[src/rtl/comm_pkg.sv]
// Shared types and constants for the comm_master command transmitter.
// Frame length depends on COMM_PARITY_EN (adds an even-parity bit before stop).
package comm_pkg;

   typedef enum logic [1:0] {IDLE, HIGH, LOW} cm_state_t;

   localparam int DEF_BAUD_DIV = 2604;
   localparam int DATA_BITS    = 8;

`ifdef COMM_PARITY_EN
   localparam int FRAME_BITS = DATA_BITS + 3;
`else
   localparam int FRAME_BITS = DATA_BITS + 2;
`endif

endpackage

[src/rtl/uart_tx.sv]
// Single-byte UART transmitter: start, 8 data bits LSB first, optional even parity
// (COMM_PARITY_EN), stop. tx_done pulses one clock after the stop bit completes.
module uart_tx #(
   parameter int BAUD_DIV = comm_pkg::DEF_BAUD_DIV
) (
   input  logic                           clk,
   input  logic                           rst,
   input  logic                           trmt,
   input  logic [comm_pkg::DATA_BITS-1:0] tx_data,
   output logic                           TX,
   output logic                           tx_done
);

   localparam int NBITS = comm_pkg::FRAME_BITS;

   typedef enum logic {IDLE, TXING} tx_state_t;

   tx_state_t        state, nxt_state;
   logic [NBITS-1:0] shift_q, frame;
   logic [11:0]      baud_cnt;
   logic [3:0]       bit_cnt;
   logic             baud_tick, last_bit;
   logic             load, shift_en, finish;

   assign baud_tick = (baud_cnt == 12'd0);
   assign last_bit  = (bit_cnt == 4'(NBITS - 1));

`ifdef COMM_PARITY_EN
   assign frame = {1'b1, ^tx_data, tx_data, 1'b0};
`else
   assign frame = {1'b1, tx_data, 1'b0};
`endif

   // Line is the LSB of the shifter; ones shifted in keep it high once the stop bit is out
   assign TX = shift_q[0];

   always_ff @(posedge clk or posedge rst) begin
      if (rst) state <= IDLE;
      else     state <= nxt_state;
   end

   always_comb begin
      nxt_state = state;
      case (state)
         IDLE:    if (trmt) nxt_state = TXING;
         TXING:   if (baud_tick && last_bit) nxt_state = IDLE;
         default: nxt_state = IDLE;
      endcase
   end

   always_comb begin
      load     = 1'b0;
      shift_en = 1'b0;
      finish   = 1'b0;
      case (state)
         IDLE:    load = trmt;
         TXING: begin
            shift_en = baud_tick && !last_bit;
            finish   = baud_tick && last_bit;
         end
         default: ;
      endcase
   end

   always_ff @(posedge clk or posedge rst) begin
      if (rst) begin
         shift_q  <= '1;
         baud_cnt <= '0;
         bit_cnt  <= '0;
         tx_done  <= 1'b0;
      end else begin
         tx_done <= finish;
         if (load) begin
            shift_q  <= frame;
            baud_cnt <= 12'(BAUD_DIV - 1);
            bit_cnt  <= '0;
         end else if (shift_en) begin
            shift_q  <= {1'b1, shift_q[NBITS-1:1]};
            baud_cnt <= 12'(BAUD_DIV - 1);
            bit_cnt  <= bit_cnt + 4'd1;
         end else if (state == TXING && !baud_tick) begin
            baud_cnt <= baud_cnt - 12'd1;
         end
      end
   end

endmodule

[src/rtl/comm_master.sv]
// Sends a 16-bit command as two UART frames, high byte first, and flags completion.
// Optional even parity per frame when COMM_PARITY_EN is defined.
module comm_master
   import comm_pkg::*;
#(
   parameter int BAUD_DIV = DEF_BAUD_DIV
) (
   input  logic        clk,
   input  logic        rst,
   input  logic        snd_cmd,
   input  logic [15:0] cmd,
   output logic        TX,
   output logic        cmd_cmplt
);

   cm_state_t            state, nxt_state;
   logic [DATA_BITS-1:0] cmd_q, tx_data;
   logic                 trmt, tx_done, accept;

   always_ff @(posedge clk or posedge rst) begin
      if (rst) state <= IDLE;
      else     state <= nxt_state;
   end

   always_comb begin
      nxt_state = state;
      case (state)
         IDLE:    if (snd_cmd) nxt_state = HIGH;
         HIGH:    if (tx_done) nxt_state = LOW;
         LOW:     if (tx_done) nxt_state = IDLE;
         default: nxt_state = IDLE;
      endcase
   end

   // High byte goes straight from cmd on the accepting edge; only the low byte needs holding
   always_comb begin
      accept  = 1'b0;
      trmt    = 1'b0;
      tx_data = cmd_q;
      case (state)
         IDLE: begin
            accept  = snd_cmd;
            trmt    = snd_cmd;
            tx_data = cmd[15:8];
         end
         HIGH:    trmt = tx_done;
         default: ;
      endcase
   end

   always_ff @(posedge clk) begin
      if (accept) cmd_q <= cmd[7:0];
   end

   always_ff @(posedge clk or posedge rst) begin
      if (rst)                          cmd_cmplt <= 1'b0;
      else if (accept)                  cmd_cmplt <= 1'b0;
      else if (state == LOW && tx_done) cmd_cmplt <= 1'b1;
   end

   uart_tx #(.BAUD_DIV(BAUD_DIV)) u_tx (
      .clk     (clk),
      .rst     (rst),
      .trmt    (trmt),
      .tx_data (tx_data),
      .TX      (TX),
      .tx_done (tx_done)
   );

endmodule

[config.mk]
export PLATFORM = sky130hd
export DESIGN_NAME = comm_master
export DESIGN_NICKNAME = d
export VERILOG_FILES = /design/src/rtl/comm_pkg.sv /design/src/rtl/uart_tx.sv /design/src/rtl/comm_master.sv
export SDC_FILE = /design/constraint.sdc
export NUM_CORES = 1
export LEC_CHECK = 0
export CORE_AREA = 10 10 71 73
export DETAILED_ROUTE_END_ITERATION = 16
export DIE_AREA = 0 0 81 83
export PLACE_DENSITY = 0.75
export SYNTH_ARGS = -nofsm -noshare
export SYNTH_HDL_FRONTEND = slang
export SYNTH_SLANG_ARGS = --single-unit
export TNS_END_PERCENT = 30
[constraint.sdc]
create_clock -name clk -period 2.21 [get_ports clk]
set_input_delay 0.3315 -clock clk [delete_from_list [all_inputs] [get_ports clk]]
set_output_delay 0.3315 -clock clk [all_outputs]
set_load 0.02 [all_outputs]
==> flow_metrics.py <==
metrics = {
    "timing": {
        "rsz0062_at_grt": "false",
        "post-route-min-period_ns": 2.104,
        "hold_violations": 0,
        "max_freq_mhz": 475.2,
        "finalCritPeriodShare_pct": 95.22,
        "setup_ws_ns": 0.1057,
        "max-slew-margin-rel_pct": 60.99,
        "worstMarginPinSlew_ns": 0.5846,
        "setup_total_negative_slack_ns": 0,
        "report.final.slew_viol_count": 0,
        "setup_viol": 0,
        "finalClockSkew_ns": 0.006249,
    },
    "yosys": {
        "synth_ff_type": "dfrtp_1",
        "synthCells": 190,
        "yosysSeqAreaShare_pct": 51.81,
        "synth_edf_count": 8,
        "synth_nets": 213,
        "avgSynthCellArea_sq_um": 10.18,
        "synth-seq-cells": 38,
        "yosysWarnings": 0,
        "synth_cell_type_count": 39,
        "netlist_area_sq_mm": 0.001934,
        "async_flop_share_pct": 78.95,
    },
    "setup_path": {
        "crit_required_ns": 2.41,
        "slowest_stage": "or4_2",
        "crit_family": "simple AND/OR/NAND/NOR gates",
        "ff2ff_setup_slack_ns": 0.11,
        "critPathCaptureType": "flop",
        "worstPathArrival_ns": 2.31,
        "cpPeakStageDelay_ns": 0.62,
        "path_class": "flop to flop",
        "crit_buf_inv": 1,
        "cp-start-kind": "flop",
        "worstPathCellList": "inv_1 > ha_1 > and4bb_2 > and4_2 > or4_2 > a21oi_1",
        "path_max_fanout": 17,
    },
    "flow_run": {
        "drv_cap": 0,
    },
    "global_routing": {
        "grt_antenna_before_repair": 0,
        "grt_pass1_vias": 1483,
        "grt_pass1_wl_mm": 7.038,
        "grt-ovfl-total": 0,
        "grt_start_max_net_pins": 31,
        "grt_usage_pct": 12.94,
    },
    "floorplanning": {
        "die-height_um": 83,
        "start_util_pct": 53.24,
        "dieArea_sq_mm": 0.006723,
        "die_w_um": 81,
        "rows": 22,
        "core_area_sq_mm": 0.003633,
        "io_pins": 21,
    },
    "route": {
        "ant_nets": 0,
        "viasPerCell": 5.768,
        "drcViolationCount": 0,
        "vias": 1517,
        "dr.pass1.iters": 4,
        "wl_mm": 4.199,
        "wl_per_cell_um": 15.97,
        "drt-initial-drc-count": 213,
    },
    "clocking": {
        "cts_setup_buffers": 0,
        "insertion_delay_ns": 0.29,
        "htreeDepth": 2,
        "root_buffer": "clkbuf_8",
        "cts_buffer_depth": 2,
        "cts.sinks": 38,
        "cts_hold_buf": 0,
        "cts.clk_slew.worst_paths_ns": 0.07,
        "cts_tree": "yes",
        "cts_made_buffers": 5,
    },
    "final_layout": {
        "nets": 237,
        "finalInstanceArea_sq_mm": 0.002315,
        "final_layout_size_suffix_gt1_share_pct": 15.35,
        "antennaDiodeCount": 0,
        "syn_to_final_growth_pct": 19.66,
        "fill_cells": 311,
    },
    "power": {
        "powerDensity_mw_per_mm2": 609.5,
        "vdd_drop_max_mv": 0.4320,
        "p_leak_nw": 0.9179,
    },
    "placed_design": {
        "place_area_sq_mm": 0.002207,
        "dp_slack_ns": 0.02469,
        "dp_hpwl_mm": 3.072,
        "gp_congestion": 0.8995,
        "io_buffers": 20,
    },
    "run_status": {
        "outcome": "finished, final reports clean",
    },
    "min_path": {
        "hold_path_class": "primary input to async pin",
    },
}
==> placed cells by master, fill, tap and decap left out, types with 3 or more instances in the layout <==
| cell type | netlist | final |
|---|---|---|
| a211oi_1 | 7 | 7 |
| a21oi_1 | 14 | 14 |
| buf_4 | 0 | 7 |
| clkbuf_8 | 0 | 5 |
| clkdlybuf4s50_1 | 0 | 20 |
| dfrtp_1 | 21 | 21 |
| dfstp_2 | 9 | 9 |
| edfxtp_1 | 8 | 8 |
| ha_1 | 4 | 4 |
| inv_1 | 9 | 9 |
| nand2_1 | 11 | 11 |
| nand2b_1 | 3 | 3 |
| nand3_1 | 13 | 13 |
| nor2_1 | 13 | 13 |
| nor2b_1 | 7 | 7 |
| o21ai_0 | 5 | 5 |
| o31ai_1 | 14 | 14 |
| or3_1 | 7 | 7 |
| or4_1 | 6 | 6 |
==> flip-flops by register name (all words and copies together) (netlist names) <==
name           cells
u_tx.baud_cnt     12
u_tx.bit_cnt       4
u_tx.tx_done       1
u_tx.state         1
cmd_cmplt          1
u_tx.shift_q       9
state              2
cmd_q              8
==> cells in the mapped netlist (2+ instances only) <==
cell	number	share of area [%]
ha_1	4	2.6
dfstp_2	9	12
or3_1	7	2.3
a31oi_1	2	0.65
clkbuf_1	8	1.6
and4_1	3	1.4
o21ai_0	5	1.3
nand2_1	11	2.1
a211oi_1	7	2.7
or4_2	2	0.91
edfxtp_1	8	12
nor2b_1	7	2.3
o31ai_1	14	5.4
nand3_1	13	3.4
a21oi_1	14	3.6
mux2i_1	2	1.0
o2111ai_1	2	0.91
inv_1	9	1.7
nor2_1	13	2.5
nand4_1	2	0.65
or2_2	2	0.65
nand2b_1	3	0.97
dfrtp_1	21	27
or4_1	6	2.3
or3_2	2	0.78
==> power breakdown <==
group	switching [mW]	total [mW]	internal [mW]	leakage [nW]
combinational	0.0383	0.0896	0.0513	0.432
sequential	0.0143	0.751	0.737	0.433
clock	0.237	0.570	0.333	0.0528
==> area by class of cell <==
class	count	area, sq um	area share (%)
clock buffer	6	72.57	3.135
clock inverter	2	33.78	1.459
inverter	9	33.78	1.459
multi-input combinational	133	859.6	37.14
sequential	38	1002	43.30
tap	48	60.06	2.595
timing repair buffer	27	252.7	10.92
==> cells by family after synthesis <==
logic type                 Yosys count  synth area share [%]
xor gates and xnor gates             1                0.4529
AOI/OAI and AO/OA                   46                 15.46
and+or+nand+nor                     79                 24.26
adders and majority gates            4                 2.587
DFF                                 38                 51.81
muxes                                3                 1.617
buffers and inverters               19                 3.816
==> worst paths after layout <==
| check | endpoint | startpoint | depth (start not counted) |
|---|---|---|---|
| setup / recovery | u_tx.baud_cnt[8]$_DFFE_PP0P_ | u_tx.baud_cnt[0]$_DFFE_PP0P_ | 6 |
| hold / removal | u_tx.tx_done$_DFF_PP0_ | rst | 3 |
| setup reg to reg | u_tx.baud_cnt[8]$_DFFE_PP0P_ | u_tx.baud_cnt[0]$_DFFE_PP0P_ | 6 |
| hold reg to reg | u_tx.shift_q[0]$_DFFE_PP1P_ | u_tx.shift_q[1]$_DFFE_PP1P_ | 2 |
| max in group asynchronous | u_tx.shift_q[0]$_DFFE_PP1P_ | rst | 3 |
| min in group clk | u_tx.shift_q[0]$_DFFE_PP1P_ | u_tx.shift_q[1]$_DFFE_PP1P_ | 2 |
==> worst min-delay path, stage by stage <==
cell             delay, ns
clkdlybuf4s50_1       0.40
inv_1                 0.05
buf_4                 0.35
==> per-stage QoR <==
step                      instances  power (mW)  utilization (%)  hold WS [ns]
after floorplan                 190      0.8037                -        0.4156
after global placement          255      0.8483            60.74        0.4586
after detailed placement        255      0.8543            60.74        0.4805
after CTS                       263       1.424            63.67        0.4307
after global routing            263       1.476            63.71        0.4460
final                           263       1.411            63.71        0.4206
==> metal layers <==
layer	up-vias	global-route usage, %	share of wire (%)
li1	756	-	-
met1	720	17.39	45
met2	39	19.02	48
met3	2	4.741	5.9
met4	0	3.286	0.43
met5	-	0	0
==> timing repair <==
action,4_1_cts,5_1_grt
endpoints found under the hold margin,0,0
endpoints found under the setup margin,0,1
gates resized for setup,0,1
(Power assumes the default switching activity.)
